--- src/rtl/mem_arb_pkg.sv ---
// mem_arb_pkg: shared state type and constants for the two-port
// unified-memory arbiter (fetch port 0, load/store port 1).
package mem_arb_pkg;

    typedef enum logic [1:0] {
        IDLE,
        ACCESS,
        DONE
    } state_t;

    localparam logic PORT_FETCH = 1'b0;
    localparam logic PORT_DATA  = 1'b1;
    localparam int   MEM_DEPTH  = 4096;
    localparam int   IDX_W      = $clog2(MEM_DEPTH);

endpackage

--- src/rtl/mem_arbiter_rr_arb2.sv ---
// rr_arb2: combinational two-request round-robin grant.
// On a tie the port that did not win last time is chosen.
module rr_arb2 (
    input  logic req0,
    input  logic req1,
    input  logic last_gnt,
    output logic gnt_valid,
    output logic gnt_idx
);

    // Lone requester wins; on a tie, alternate away from last_gnt
    always_comb begin
        gnt_valid = req0 | req1;
        gnt_idx   = 1'b0;
        if (req0 && req1) begin
            gnt_idx = ~last_gnt;
        end else if (req1) begin
            gnt_idx = 1'b1;
        end
    end

endmodule

--- src/rtl/mem_arbiter.sv ---
// mem_arbiter: shares one unified memory between fetch and load/store,
// sequencing each grant through a single access cycle and an ack cycle.
module mem_arbiter #(
    parameter int DATA_W = 32,
    parameter int ADDR_W = 32,
    parameter int IDX_W  = mem_arb_pkg::IDX_W
) (
    input  logic              clk,
    input  logic              rst,
    input  logic              req0,
    input  logic              req1,
    input  logic              we0,
    input  logic              we1,
    input  logic [ADDR_W-1:0] addr0,
    input  logic [ADDR_W-1:0] addr1,
    input  logic [DATA_W-1:0] wdata0,
    input  logic [DATA_W-1:0] wdata1,
    output logic              ack0,
    output logic              ack1,
    output logic              err0,
    output logic              err1,
    output logic [DATA_W-1:0] rdata0,
    output logic [DATA_W-1:0] rdata1,
    output logic              mem_read,
    output logic              mem_write,
    output logic [ADDR_W-1:0] mem_addr,
    output logic [DATA_W-1:0] mem_wdata,
    input  logic [DATA_W-1:0] mem_rdata
);

    import mem_arb_pkg::*;

    state_t            state;
    logic              last_gnt;
    logic              port;
    logic              gnt_valid;
    logic              gnt_idx;
    logic              sel_we;
    logic              sel_ok;
    logic [ADDR_W-1:0] sel_addr;
    logic [DATA_W-1:0] sel_wdata;

    rr_arb2 u_rr (
        .req0      (req0),
        .req1      (req1),
        .last_gnt  (last_gnt),
        .gnt_valid (gnt_valid),
        .gnt_idx   (gnt_idx)
    );

    // Pick the winning port's request fields and range-check its address
    always_comb begin
        sel_we    = gnt_idx ? we1 : we0;
        sel_addr  = gnt_idx ? addr1 : addr0;
        sel_wdata = gnt_idx ? wdata1 : wdata0;
        sel_ok    = (sel_addr[ADDR_W-1:IDX_W] == '0);
    end

    // Sequencer: grant in IDLE, one memory strobe cycle, then a one-cycle ack
    always_ff @(posedge clk or posedge rst) begin
        if (rst) begin
            state     <= IDLE;
            last_gnt  <= PORT_DATA;
            port      <= PORT_FETCH;
            ack0      <= 1'b0;
            ack1      <= 1'b0;
            err0      <= 1'b0;
            err1      <= 1'b0;
            rdata0    <= '0;
            rdata1    <= '0;
            mem_read  <= 1'b0;
            mem_write <= 1'b0;
            mem_addr  <= '0;
            mem_wdata <= '0;
        end else begin
            unique case (state)
                IDLE: begin
                    if (gnt_valid) begin
                        port     <= gnt_idx;
                        last_gnt <= gnt_idx;
                        if (sel_ok) begin
                            state     <= ACCESS;
                            mem_read  <= ~sel_we;
                            mem_write <= sel_we;
                            mem_addr  <= sel_addr;
                            mem_wdata <= sel_wdata;
                        end else begin
                            // Bad address: complete at once, memory untouched
                            state <= DONE;
                            ack0  <= (gnt_idx == PORT_FETCH);
                            ack1  <= (gnt_idx == PORT_DATA);
                            err0  <= (gnt_idx == PORT_FETCH);
                            err1  <= (gnt_idx == PORT_DATA);
                        end
                    end
                end
                ACCESS: begin
                    if (mem_read) begin
                        if (port == PORT_FETCH) begin
                            rdata0 <= mem_rdata;
                        end else begin
                            rdata1 <= mem_rdata;
                        end
                    end
                    state     <= DONE;
                    ack0      <= (port == PORT_FETCH);
                    ack1      <= (port == PORT_DATA);
                    mem_read  <= 1'b0;
                    mem_write <= 1'b0;
                    mem_addr  <= '0;
                    mem_wdata <= '0;
                end
                DONE: begin
                    state <= IDLE;
                    ack0  <= 1'b0;
                    ack1  <= 1'b0;
                    err0  <= 1'b0;
                    err1  <= 1'b0;
                end
                default: begin
                    state <= IDLE;
                end
            endcase
        end
    end

endmodule

--- config.mk ---
export PLATFORM = sky130hd
export DESIGN_NAME = mem_arbiter
export DESIGN_NICKNAME = d
export VERILOG_FILES = /design/src/rtl/mem_arb_pkg.sv /design/src/rtl/mem_arbiter_rr_arb2.sv /design/src/rtl/mem_arbiter.sv
export SDC_FILE = /design/constraint.sdc
export NUM_CORES = 1
export LEC_CHECK = 0
export BUFFER_PORTS_ARGS = -buffer_cell sky130_fd_sc_hd__buf_2
export CORE_MARGIN = 2
export CORE_UTILIZATION = 45
export DETAILED_ROUTE_END_ITERATION = 8
export PLACE_DENSITY = 0.83
export SETUP_SLACK_MARGIN = 0.3
export SLEW_MARGIN = 40
export SYNTH_ARGS = -nofsm -noshare
export SYNTH_HDL_FRONTEND = slang
export SYNTH_SLANG_ARGS = --single-unit
export TNS_END_PERCENT = 1
--- constraint.sdc ---
create_clock -name clk -period 5.5 [get_ports clk]
set_clock_uncertainty 0.05 [all_clocks]
set_input_delay 0.825 -clock clk [delete_from_list [all_inputs] [get_ports clk]]
set_output_delay 0.825 -clock clk [all_outputs]
set_load 0.05 [all_outputs]
==> metrics.yaml <==
run_status: "completed"
cts_hold_buf: 0
portBuffers: 299
asyncSetResetFlopFracSynth_pct: 100
synth-edff-count: 0
synth_largest_type_area_fraction_pct: 60.2
critPathRequiredTime_ps: 5740
cap_violations: 0
detail_route.first_pass.iterations: 4
yosysWarnings: 0
leakagePower_nw: 4.22
rsz0062_at_grt: "false"
number_of_antenna_violations_at_the_first_check_in_global_routing: 0
number_of_instances_on_the_worst_hold_path: 1
timing_worst_setup_path_type: "in2reg"
largest_net_degree_at_the_start_of_global_routing: 84
grt_pass1_vias: 4484
post_synthesis_cell_area_mm2: 0.00570
drc_errors: 0
post_synth_num_cell_types: 34
preCtsSetupSlack_ps: 2430
timing.rr.start: "last_gnt"
drt-initial-drc-count: 210
synth.area.top_cells: "dfrtp_1 (60%), mux2_2 (13%), mux2i_1 (8.6%)"
layout_worst_path_cycle_share_pct: 45.2
arrival_ps: 2730
timing.final.ws_setup_ps: 3010
synth_common_cells: "dfrtp_1 (137), mux2_2 (64), mux2i_1 (49), o2bb2ai_1 (45), and2_1 (20)"
tritoncts.num_buffers: 17
worstPathMaxFanout: 66
place.gp.congestion: 0.803
groute.usage.overall_pct: 21.7
final.min_clock_period_ps: 2490
netlist.top_cell.by_area: "dfrtp_1"
synth.net_count: 564
htree_num_levels: 4
synth.most_common_cell: "dfrtp_1"
wl_mm: 15.0
wl_per_cell_um: 17.1
reg2reg_to: "mem_addr[31]"
synth_top_family_by_area: "multiplexers"
synthXorXnorAreaFrac_pct: 0
rows: 41
synth_simple_gate_area_share_pct: 4.99
place_hpwl_mm: 11.2
whs_ps: 431
antenna_left: 0
synth_seq_cells: 138
synth-seq-area-share_pct: 60.6
avgSynthCellArea_um2: 14.4
cts_tree: "yes"
postCtsResizedCells: 0
synthToLayoutAreaGrowth_pct: 38.3
holdCritPathClass: "reg2reg"
cts_max_path_buffers: 2
synth_compound_gate_area_share_pct: 9.62
chipWidth_um: 117
drive_gt1_share_pct: 57.8
cpPeakStageDelay_ps: 440
cts_root_buffer: "clkbuf_16"
startpoint_type_of_the_worst_setup_path: "primary input"
worst_slew_pin_slew_ps: 731
worst_slew_margin_relative_to_its_limit_pct: 51.3
crit_path_end_kind: "flop"
routed-via-count: 4426
timing.final.hold_violations: 0
first_pass_grt_wire_length_mm: 22.3
grt_overflow_total: 0
boundaryPins: 300
antenna_cells: 0
design.core.area_mm2: 0.0125
path_cells: "buf_2 > a21bo_2 > nand4_2 > a22oi_4 > and2b_4 > a21oi_4 > buf_4 > and2_1"
reg2regPathDepth: 7
worst_hold_start: "mem_addr[21]"
cts_setup_buffers: 0
worst_path_dominant_cell_family: "compound AO/OA/AOI/OAI gates"
clkTransAtPathRegs_ps: 50
synth.mux.area_fraction_pct: 21.3
number_of_cells_produced_by_synthesis: 395
initial_standard_cell_utilization_of_the_core_pct: 45.7
fmaxAchievable_ghz: 0.402
fill_cells: 979
crit_path_top_delay_cell: "a21bo_2"
worst_skew_pair.late_latency_ps: 410
power_per_cell_area_mw_per_mm2: 333
layout.nets: 863
reg2reg_setup_slack_ps: 3060
vias_per_cell: 5.04
hold_endpoint: "mem_addr[21]"
max-vdd-ir-drop_uv: 251
synth-main-ff-cell: "dfrtp_1"
setup_violations: 0
synth-adder-area-share_pct: 0.659
timing.critical_path.buf_inv: 2
sinks_on_clock_net: 138
final_max_slew_viol_count: 0
floorplan.die_area_mm2: 0.0136
dieHeight_um: 117
timing.setup.tns_ps: 0
stage by stage:
step | util [%] | power, mW | instance area, um^2 | cells
floorplan | - | 1.43 | 5700 | 395
global route | 63.2 | 2.72 | 7880 | 878
finish | 63.2 | 2.62 | 7880 | 878
global placement | 58.7 | 1.57 | 7320 | 847
detailed placement | 58.7 | 1.58 | 7320 | 847
CTS | 63.1 | 2.65 | 7870 | 878
logic make-up after synthesis:
| family | Yosys count |
|---|---|
| DFF | 138 |
| muxes | 113 |
| and+or+nand+nor | 47 |
| AOI/OAI and AO/OA | 65 |
| adders and majority gates | 3 |
| buffers and inverters | 29 |
layer usage:
layer	global-route usage (%)	share of wire [%]	vias to the layer above
li1	-	-	2058
met1	24.1	39	2148
met2	37.4	50	198
met3	8.56	9.9	22
met4	8.81	1.6	0
met5	0	0	-
registers in the layout (all words and copies together) (netlist names):
name,flops
ack1,1
last_gnt,1
ack0,1
rdata1,32
mem_addr,32
mem_read,1
state,2
mem_wdata,32
err0,1
port,1
rdata0,32
err1,1
mem_write,1
final cells by class:
class	instances	area, um^2	share of cell area (%)
clock buffers	20	457	5.80
inverters	5	23.8	0.302
repair buffers	304	1530	19.5
clock inverters	11	98.8	1.25
well taps	172	215	2.73
multi-input cells	228	2090	26.6
flip-flops and latches	138	3450	43.9
cells in the final DEF, fill, tap and decap left out, drive strengths merged, types with 5 or more instances in the layout:
cell type and n:
nor4 10, mux2i 49, mux2 64, buf 304, clkinv 7, o2bb2ai 45
and2 20, inv 5, clkbuf 20, nand2 5, dfrtp 137
report_power, final:
group          total [mW]  leakage, nW  internal [mW]  switching (mW)
clock                1.05        0.268          0.641           0.414
combinational       0.467         2.18          0.167           0.300
sequential           1.10         1.77           1.07          0.0310
worst max path at each step:
stage | depth (start not counted) | endpoint | start
after floorplan | 1 | ack0 | rst
after global placement | 7 | mem_wdata[26] | req1
after detailed placement | 7 | mem_wdata[19] | req1
after CTS | 7 | mem_wdata[25] | req1
after global routing | 8 | mem_read | req1
final | 8 | mem_addr[31] | req1
(Power assumes the default switching activity.)
